File: src/rtl/counter_sequencer.sv
// Sequencer FSM for an external up/down counter: load, prescaled enables, stop at limit, optional auto-reload.
// Latency: start accepted -> load strobe next cycle; outputs decode registered state, o_cnt_en is combinational on i_count/i_pause/i_stop.
// Backpressure: i_pause freezes counting with prescaler phase held; i_stop aborts to IDLE. Macro COUNTER_SEQUENCER_LAP_COUNT_EN adds o_laps.
module counter_sequencer #(
    parameter int WIDTH      = 4,
    parameter int PRESCALE_W = 4
) (
    input  logic                  i_clk,
    input  logic                  i_reset,
    input  logic                  i_start,
    input  logic                  i_stop,
    input  logic                  i_pause,
    input  logic                  i_repeat,
    input  logic                  i_dir,
    input  logic [WIDTH-1:0]      i_start_val,
    input  logic [WIDTH-1:0]      i_limit,
    input  logic [PRESCALE_W-1:0] i_prescale,
    input  logic [WIDTH-1:0]      i_count,
    output logic                  o_cnt_load,
    output logic [WIDTH-1:0]      o_load_val,
    output logic                  o_cnt_en,
    output logic                  o_cnt_dir,
    output logic                  o_busy,
`ifdef COUNTER_SEQUENCER_LAP_COUNT_EN
    output logic [7:0]            o_laps,
`endif
    output logic                  o_done
);

    typedef enum logic [2:0] {
        S_IDLE,
        S_LOAD,
        S_RUN,
        S_HOLD,
        S_DONE
    } state_t;

    state_t                  state;
    logic                    cfg_repeat;
    logic                    cfg_dir;
    logic [WIDTH-1:0]        cfg_start_val;
    logic [WIDTH-1:0]        cfg_limit;
    logic [PRESCALE_W-1:0]   cfg_prescale;
    logic [PRESCALE_W-1:0]   prescaler;
`ifdef COUNTER_SEQUENCER_LAP_COUNT_EN
    logic [7:0]              laps;
`endif

    logic at_limit;
    logic tick;

    assign at_limit = (i_count == cfg_limit);
    assign tick     = (prescaler == cfg_prescale);

    // Enable is suppressed on the compare cycle so the counter never overshoots the limit.
    assign o_cnt_en   = (state == S_RUN) && !i_stop && !at_limit && !i_pause && tick;
    assign o_cnt_load = (state == S_LOAD);
    assign o_load_val = cfg_start_val;
    assign o_cnt_dir  = cfg_dir;
    assign o_busy     = (state != S_IDLE);
    assign o_done     = (state == S_DONE);
`ifdef COUNTER_SEQUENCER_LAP_COUNT_EN
    assign o_laps     = laps;
`endif

    always_ff @(posedge i_clk or posedge i_reset) begin
        if (i_reset) begin
            state         <= S_IDLE;
            cfg_repeat    <= 1'b0;
            cfg_dir       <= 1'b0;
            cfg_start_val <= '0;
            cfg_limit     <= '0;
            cfg_prescale  <= '0;
            prescaler     <= '0;
`ifdef COUNTER_SEQUENCER_LAP_COUNT_EN
            laps          <= 8'd0;
`endif
        end else begin
            case (state)
                S_IDLE: begin
                    if (i_start && !i_stop) begin
                        cfg_repeat    <= i_repeat;
                        cfg_dir       <= i_dir;
                        cfg_start_val <= i_start_val;
                        cfg_limit     <= i_limit;
                        cfg_prescale  <= i_prescale;
                        prescaler     <= '0;
`ifdef COUNTER_SEQUENCER_LAP_COUNT_EN
                        laps          <= 8'd0;
`endif
                        state         <= S_LOAD;
                    end
                end
                S_LOAD: begin
                    state <= i_stop ? S_IDLE : S_RUN;
                end
                S_RUN: begin
                    if (i_stop) begin
                        state <= S_IDLE;
                    end else if (at_limit) begin
                        state <= S_DONE;
`ifdef COUNTER_SEQUENCER_LAP_COUNT_EN
                        if (laps != 8'hFF)
                            laps <= laps + 8'd1;
`endif
                    end else if (i_pause) begin
                        state <= S_HOLD;
                    end else if (tick) begin
                        prescaler <= '0;
                    end else begin
                        prescaler <= prescaler + 1'b1;
                    end
                end
                S_HOLD: begin
                    if (i_stop)
                        state <= S_IDLE;
                    else if (!i_pause)
                        state <= S_RUN;
                end
                S_DONE: begin
                    // Auto-reload restarts the prescaler phase along with the counter value.
                    if (i_stop) begin
                        state <= S_IDLE;
                    end else if (cfg_repeat) begin
                        prescaler <= '0;
                        state     <= S_LOAD;
                    end else begin
                        state <= S_IDLE;
                    end
                end
                default: state <= S_IDLE;
            endcase
        end
    end

endmodule
File: config.mk
export PLATFORM = sky130hd
export DESIGN_NAME = counter_sequencer
export DESIGN_NICKNAME = d
export VERILOG_FILES = /design/src/rtl/counter_sequencer.sv
export SDC_FILE = /design/constraint.sdc
export NUM_CORES = 1
export LEC_CHECK = 0
export ABC_AREA = 1
export CAP_MARGIN = 20
export CORE_MARGIN = 10
export CORE_UTILIZATION = 48
export DETAILED_ROUTE_END_ITERATION = 7
export PLACE_DENSITY = 0.85
export REMOVE_ABC_BUFFERS = 1
export SLEW_MARGIN = 40
export SYNTH_ARGS = -nofsm -noshare
export SYNTH_HDL_FRONTEND = slang
export SYNTH_SLANG_ARGS = --single-unit
File: constraint.sdc
create_clock -name i_clk -period 1.65 [get_ports i_clk]
set_clock_uncertainty 0.05 [all_clocks]
set_input_delay 0.33 -clock i_clk [delete_from_list [all_inputs] [get_ports i_clk]]
set_output_delay 0.33 -clock i_clk [all_outputs]
set_load 0.01 [all_outputs]
Word-level counts from Yosys, hierarchy flattened
Cells that the tools add are included.
{"block": "classes", "add_sub_neg": 1, "n_eq_ne": 14, "mux": 18, "reduce_logical": 14}
{"op": "4-bit 2-to-1 mux", "n": 7}
{"op": "3-bit 2-to-1 mux", "n": 6}
{"op": "3-bit one-hot mux with 5 select lines", "n": 1}
{"op": "4-bit one-hot mux with 3 select lines", "n": 1}
{"op": "2-bit != test (second input constant)", "n": 5}
{"op": "4-bit equality test", "n": 2}
{"op": "7-bit AND reduction", "n": 1}
{"op": "3-bit by 2-bit equality test with 1-bit output (second input constant)", "n": 2}
{"op": "3-bit nonzero test", "n": 2}
{"op": "1-bit logical AND", "n": 5}
{"op": "4-bit by 1-bit adder with 4-bit output (second input constant)", "n": 1}
{"op": "4-bit != test (second input constant)", "n": 1}
{"op": "3-bit by 1-bit equality test with 1-bit output (second input constant)", "n": 1}
{"op": "3-bit equality test (second input constant)", "n": 1}
{"op": "1-bit zero test", "n": 3}
{"op": "3-bit zero test", "n": 1}
{"op": "3-bit != test (second input constant)", "n": 1}
{"op": "3-bit AND reduction", "n": 1}
{"op": "1-bit 2-to-1 mux", "n": 2}
{"op": "2-bit 2-to-1 mux", "n": 1}
{"op": "2-bit by 1-bit != test with 1-bit output (second input constant)", "n": 1}
{"op": "2-bit AND reduction", "n": 1}
{"block": "word_totals", "ff_bits": 21, "in_bits": 23, "out_inout_bits": 9, "word_cells": 54}

Logic depth before layout (Yosys ltp)
Gate-level depths: netlist of run 1.
{"block": "depth", "depth_word": 6, "mapped_depth": 10, "ltp_nobuf": 10}

Worst setup path before layout of run 1
No wires, ideal clock.
{"block": "synth_timing", "path_type": "flip-flop to output port", "start": "register state[2]", "end": "output port o_cnt_en", "arrival_ns": 1.032, "required_time_ns": 1.270, "slack_ns": 0.238, "stages_incl_launch_ff": 6, "path_buffers": 0, "path_cell_list": "dfrtp_1 > inv_2 > nand3_2 > nor2_1 > nand3_1 > nor2_1"}
{"block": "synth_between", "elab_chain_len": 5}
{"element": "start, declared", "line": "38", "text": "state_t state;"}
{"element": "start signal, assigned", "line": "95", "text": "state <= i_stop ? S_IDLE : S_RUN;"}
{"element": "3-bit by 2-bit equality test with 1-bit output", "line": "56", "text": "assign o_cnt_en = (state == S_RUN) && !i_stop && !at_limit && !i_pause && tick;"}
{"element": "1-bit logical AND (4 in a row)", "line": "56"}
{"element": "end, declared", "line": "21", "text": "output logic o_cnt_en,"}
No other way between the ends.

Worst setup path in the final report of run 1
{"block": "layout_timing", "start": "register prescaler[2]", "end": "output port o_cnt_en"}
{"block": "layout_between", "elab_chain_len": 2}
{"element": "start, declared", "line": "44", "text": "logic [PRESCALE_W-1:0] prescaler;"}
{"element": "start signal, assigned", "line": "111", "text": "prescaler <= prescaler + 1'b1;"}
{"element": "4-bit equality test", "line": "53", "text": "assign tick = (prescaler == cfg_prescale);"}
{"element": "1-bit logical AND", "line": "56"}
No other way between the ends.

==> impl_metrics.json, run 1 <==
{
  "synth_edf_count": 0,
  "io_pins": 32,
  "rows": 18,
  "yosys_warnings": 0,
  "grt_overflow_total": 0,
  "hp-class": "input pin to asynchronous set/reset pin",
  "grt_use_total_pct": 13.3,
  "drtAntennaViolNets": 0,
  "fin_nets": 243,
  "syn_inst": 151,
  "antenna_found_initial": 0,
  "ys_seq_elements": 21,
  "core_um2": 2430,
  "synth_top_area_cell": "dfrtp_1",
  "leakage_nw": 1.05,
  "holdWs_ps": 278,
  "netlist.area_leader.share_pct": 43.3,
  "post-dp-hpwl_um": 2530,
  "numCtsBuffers": 3,
  "worstPathRequired_ps": 1270,
  "multi_input_area_um2": 632,
  "maxSlewHeadroom_pct": 81.3,
  "diodes": 0,
  "portBuffers": 31,
  "cts_hold_buffers": 0,
  "initial_utilization_pct": 49.8,
  "slew_violations": 0,
  "seq_area_um2": 526,
  "outcome": "finished with violations",
  "viasPerCell": 4.93,
  "critPathKind": "flop to primary output",
  "grt_pass1_vias": 1217,
  "die_area_um2": 4940,
  "period_share_pct": 104,
  "totalWireLength_um": 3470,
  "drc": 0,
  "drive_above_1_share_pct": 33.9,
  "fin_tns_setup_ps": -59.0,
  "ctsRootBufferMaster": "clkbuf_4",
  "postSynthAreaPerCell_um2": 8.03,
  "clock_sinks": 21,
  "setup_viol": 1,
  "clk_pin_slew_worst_paths_ps": 120,
  "yosys-mux-area-fraction_pct": 8.36,
  "synth.cell_area_um2": 1210,
  "cts_buffer_depth": 2,
  "synth_compound_area_share_pct": 7.02,
  "min_period_ps": 1710,
  "ys_seq_area_share_pct": 43.3,
  "max_freq_mhz": 585,
  "grt_max_degree": 22,
  "clk_latency_ps": 310,
  "h-tree-depth": 1,
  "tritoncts": "built",
  "grt_pass1_wl_um": 5510,
  "maxCapViolCount": 0,
  "pwr_density_cell_nw_per_um2": 1540,
  "first_pass_iters": 4,
  "final_hold_viol_count": 0,
  "rsz0062_at_grt": "yes",
  "dieHeight_um": 70.3,
  "ir_drop_mv": 1.05,
  "stdcell_area_um2": 1880,
  "placed_cell_area_um2": 1760,
  "start_kind": "flop",
  "synth.distinct_cells": 25,
  "synth_ff_type": "dfrtp_1",
  "crit_arrival_ps": 1330,
  "die_width_um": 70.3,
  "yosys.area_share.simple_pct": 29.7,
  "fillers": 163,
  "area_growth_syn_to_layout_pct": 54.9,
  "path_max_fanout": 2,
  "end_kind": "primary output",
  "synth_adder_area_share_pct": 1.03,
  "violations": "setup timing",
  "drt-initial-drc-count": 65,
  "synth.area.top_cells": "dfrtp_1 43%, nand2_1 12%, mux2_4 7.4%, inv_1 6.8%, nor2_1 5.3%",
  "gp_congestion": 0.915,
  "ys_async_sr_fraction_pct": 100,
  "yosys.area_share.xor_xnor_pct": 1.44,
  "synth_top_family_by_area": "simple AND/OR/NAND/NOR gates",
  "wire_per_inst_um": 14.0,
  "vias": 1223,
  "fin_ws_ps": -59.0,
  "tightest_slew_ps": 280
}
-- per-layer routing --
metal  up-vias  global-route usage, %  wire [um]
met5         -                      0          0
met4         0                   4.17         64
met3         6                   3.11        130
met2        40                   24.3       1860
met1       572                   14.6       1420
li1        605                      -          -
-- cells in the mapped netlist, drive strengths merged (2+ instances only) --
cell and count:
a21oi 12, buf 2, dfrtp 21, inv 25, mux2 7, nand2 45
nand3 9, nor2 19, nor3 3, xor2 2
-- flip-flops by register name, summed over array words and instances (netlist names) --
signal and count:
state 3, o_cnt_dir 1, cfg_prescale 4, prescaler 4, cfg_limit 4, o_load_val 4, cfg_repeat 1
-- what timing repair did --
action | in CTS | in global routing
gates resized for setup | 29 | 15
setup buffers | 4 | 1
pin swaps | 4 | 7
setup endpoints to repair | 4 | 11
-- stage by stage --
| stage | util (%) | setup WS [ps] | power [mW] | cells |
|---|---|---|---|---|
| after detailed placement | 72.4 | -542 | 2.44 | 239 |
| after floorplan | - | 238 | 1.67 | 149 |
| after global routing | 77.2 | -190 | 3.13 | 248 |
| final | 77.2 | -59.0 | 2.89 | 248 |
| after CTS | 74.9 | -70.9 | 2.78 | 247 |
| after global placement | 72.4 | -501 | 2.36 | 239 |
-- cell type report --
cell class / count / area share (%)
inverter: 25 / 5.13
clock inverter: 1 / 0.400
multi-input combinational: 103 / 33.6
clock buffer: 3 / 1.20
timing repair buffer: 65 / 29.6
tap: 30 / 2.00
sequential: 21 / 28.0
-- worst paths after layout --
| path | to | cells past startpoint | slack (ps) | from |
|---|---|---|---|---|
| min reg2reg | o_load_val[0] | 1 | 480 | o_load_val[0] |
| max | o_cnt_en | 5 | -60 | prescaler[2] |
| min | cfg_repeat | 3 | 280 | i_reset |
| min in group i_clk | o_load_val[0] | 1 | 480 | o_load_val[0] |
| max in group asynchronous | cfg_prescale[1] | 3 | 1050 | i_reset |
| max reg2reg | prescaler[3] | 11 | 90 | state[0] |
-- report_power, final --
| group | total [mW] | switching, mW | internal [mW] |
|---|---|---|---|
| logic | 1.77 | 0.855 | 0.918 |
| registers | 0.861 | 0.133 | 0.728 |
| clock network | 0.259 | 0.166 | 0.0925 |
-- cells by family after synthesis --
group | after synthesis
AOI/OAI and AO/OA | 15
xor gates and xnor gates | 2
adders and majority gates | 1
buffers and inverters | 27
DFF | 21
muxes | 7
and+or+nand+nor | 78
-- cells in the final DEF (no fill, tap or decap) --
| master | instances |
|---|---|
| clkinvlp_4 | 1 |
| nand3b_1 | 1 |
| nand2_2 | 7 |
| nand2_4 | 3 |
| nand4_1 | 1 |
| dfrtp_1 | 21 |
| o21ai_4 | 1 |
| clkbuf_4 | 3 |
| clkdlybuf4s50_1 | 19 |
| ha_1 | 1 |
| nand3_1 | 7 |
| inv_4 | 1 |
| a31oi_1 | 1 |
| buf_2 | 3 |
| buf_6 | 1 |
| nand3_2 | 2 |
| nor2_1 | 13 |
| nor2_4 | 3 |
| mux2_4 | 6 |
| inv_2 | 4 |
| nor2_8 | 1 |
| nand2_1 | 35 |
| nor3_1 | 3 |
| dlygate4sd2_1 | 4 |
| nor2_2 | 2 |
| o22ai_1 | 1 |
| a21oi_2 | 1 |
| mux2_2 | 1 |
| xor2_1 | 2 |
| buf_4 | 34 |
| a21oi_1 | 11 |
| inv_1 | 20 |
| dlymetal6s2s_1 | 4 |
-- critical path, cell delays in order (launching register included) --
cell and delay (ps):
dfrtp_1 410, xor2_1 190, nor2_4 130, nand2_1 60
nor2_1 90, buf_2 130
(Power assumes the default switching activity.)
==> run 2: changes to the inputs <==
--- a/config.mk
+++ b/config.mk
@@ -6,7 +6,7 @@
 export NUM_CORES = 1
 export LEC_CHECK = 0
 export ABC_AREA = 1
-export CAP_MARGIN = 20
+export CAP_MARGIN = 10
 export CORE_MARGIN = 10
 export CORE_UTILIZATION = 48
 export DETAILED_ROUTE_END_ITERATION = 7
==> results of run 2 <==
Final layout, timing and power as in run 1 (identical DEF).
==> run 3: changes to the inputs <==
--- a/config.mk
+++ b/config.mk
@@ -7,10 +7,11 @@
 export LEC_CHECK = 0
 export ABC_AREA = 1
 export CAP_MARGIN = 10
-export CORE_MARGIN = 10
-export CORE_UTILIZATION = 48
+export CORE_MARGIN = 4
+export CORE_UTILIZATION = 50
+export CTS_BUF_LIST = sky130_fd_sc_hd__clkbuf_2 sky130_fd_sc_hd__clkbuf_4 sky130_fd_sc_hd__clkbuf_8
 export DETAILED_ROUTE_END_ITERATION = 7
-export PLACE_DENSITY = 0.85
+export PLACE_DENSITY = 0.88
 export REMOVE_ABC_BUFFERS = 1
 export SLEW_MARGIN = 40
 export SYNTH_ARGS = -nofsm -noshare
==> run 3 against run 2 <==
  * Sequential power up 6.4%
  * Routed wire length up 43%
  * Maximum frequency down 8.2%
  * Register-to-register slack worse by 100 ps
  * The flow still finishes with violations (setup timing)
  * Count of clock-buffer cells in the layout up 1
  * Combinational power up 26%
  * Utilization up 13 points
  * Global-route usage up 12 points
  * Sequential share of layout area down 2.2 points
  * Power up 18%
==> impl_metrics.json, run 3 (synthesis results as in run 1) <==
{
  "fin_ws_ps": -212,
  "antenna_found_initial": 0,
  "rows": 17,
  "dieHeight_um": 57.2,
  "clkPwrFrac_pct": 8.0,
  "stdcell_area_um2": 2040,
  "crit_arrival_ps": 1480,
  "grt_overflow_total": 0,
  "fin_nets": 257,
  "ir_drop_mv": 1.70,
  "maxCapViolCount": 0,
  "grt_pass1_vias": 1453,
  "rsz0062_at_grt": "yes",
  "setup_viol": 9,
  "violations": "setup timing",
  "final_common_cell": "buf_4",
  "fillers": 90,
  "numCtsBuffers": 3,
  "power.internal_mw": 1.98,
  "post-dp-hpwl_um": 2570,
  "period_share_pct": 113,
  "grt_max_degree": 22,
  "end_kind": "primary output",
  "stdcell_count": 260,
  "min_period_ps": 1860,
  "h-tree-depth": 1,
  "totalWireLength_um": 4980,
  "clk_pin_slew_worst_paths_ps": 130,
  "critical-path-max-stage-delay_ps": 440,
  "hp-class": "input pin to asynchronous set/reset pin",
  "comb_power_share_pct": 65.3,
  "maxSlewHeadroom_pct": 82.2,
  "clock_sinks": 21,
  "seq_area_um2": 526,
  "drive_above_1_share_pct": 42.7,
  "core_um2": 2250,
  "io_pins": 32,
  "netSwitchingFraction_pct": 42.1,
  "start_kind": "flop",
  "slew_violations": 0,
  "cts_buffer_depth": 2,
  "final_cell_mix": "44 x buf_4, 31 x nand2_1, 21 x dfrtp_1, 21 x clkdlybuf4s50_1, 16 x inv_1",
  "outcome": "finished with violations",
  "holdWs_ps": 288,
  "portBuffers": 31,
  "clk_latency_ps": 310,
  "path_common_cell": "nand2_1",
  "slowest_stage": "dfrtp_1",
  "critPathKind": "flop to primary output",
  "grt_use_total_pct": 25.2,
  "final_core_util_pct": 90.5,
  "die_area_um2": 3280,
  "diodes": 0,
  "cp_cell_sequence": "inv_2 > nand2_1 > nand2_1 > nor2_1 > nand2_1 > nand3_2 > nor2_1 > buf_2",
  "gp_congestion": 0.898,
  "first_pass_iters": 5,
  "multi_input_area_um2": 681,
  "wire_per_inst_um": 19.1,
  "pwr_density_cell_nw_per_um2": 1680,
  "leakage_nw": 1.12,
  "area_growth_syn_to_layout_pct": 68.2,
  "crit_buf_inv": 2,
  "grt_pass1_wl_um": 6380,
  "die_width_um": 57.2,
  "tritoncts": "built",
  "drtAntennaViolNets": 0,
  "placed_cell_area_um2": 1800,
  "power_mw": 3.42,
  "seqPwrFrac_pct": 26.8,
  "drt-initial-drc-count": 137,
  "crit_family": "simple AND/OR/NAND/NOR gates",
  "tightest_slew_ps": 267,
  "viasPerCell": 5.83,
  "initial_utilization_pct": 53.8,
  "path_max_fanout": 2,
  "dp_cells": 243,
  "worstPathRequired_ps": 1270,
  "ctsRootBufferMaster": "clkbuf_4",
  "final_hold_viol_count": 0,
  "vias": 1517,
  "switching_power_mw": 1.44,
  "max_freq_mhz": 537,
  "drc": 0
}
[run 3: power by group through the flow]
stage               Clock [mW]  Sequential (mW)  Combinational [mW]
floorplan                    0            0.891               0.780
global placement             0            0.855                1.53
detailed placement           0            0.876                1.62
CTS                      0.264            0.882                1.77
global route             0.292            0.929                2.36
finish                   0.272            0.916                2.23
[run 3: cell type report]
class | count | share of cell area [%]
multi-input combinational | 103 | 33.4
timing repair buffer | 79 | 32.9
inverter | 25 | 4.72
clock buffer | 4 | 1.47
sequential | 21 | 25.8
tap | 28 | 1.72
[run 3: what timing repair did]
action | in CTS | in global routing
pin swaps | 10 | 9
buffers inserted | 9 | 7
endpoints found under the setup margin | 4 | 14
resized for setup | 33 | 28
hold buffers | 0 | 0
[run 3: per-layer routing]
layer  up-vias  GRT usage, %  share of wire, %
met5         -             0                 0
met2       132          48.3                49
met3        44          5.66               7.8
met1       710          25.7                36
met4         0          10.9               6.8
li1        631             -                 -
[run 3: worst paths after layout]
path | start | endpoint | slack (ps) | cells after the start
max in group asynchronous | i_reset | state[0] | 1030 | 3
hold reg to reg | o_load_val[2] | o_load_val[2] | 480 | 1
min in group i_clk | o_load_val[2] | o_load_val[2] | 480 | 1
hold / removal | i_reset | o_load_val[1] | 290 | 3
setup reg to reg | cfg_limit[1] | prescaler[3] | -10 | 12
setup / recovery | cfg_limit[1] | o_cnt_en | -210 | 8
[run 3: through the flow]
step	worst slack [ps]	setup TNS, ps
after floorplan	238	0
after detailed placement	-592	-3320
after CTS	-90.6	-146
final	-212	-391
after global routing	-248	-941
after global placement	-550	-2630
[run 3: worst min-delay path, delay by kind of cell]
family   cells  cell delay (ps)
buf+inv      3              720
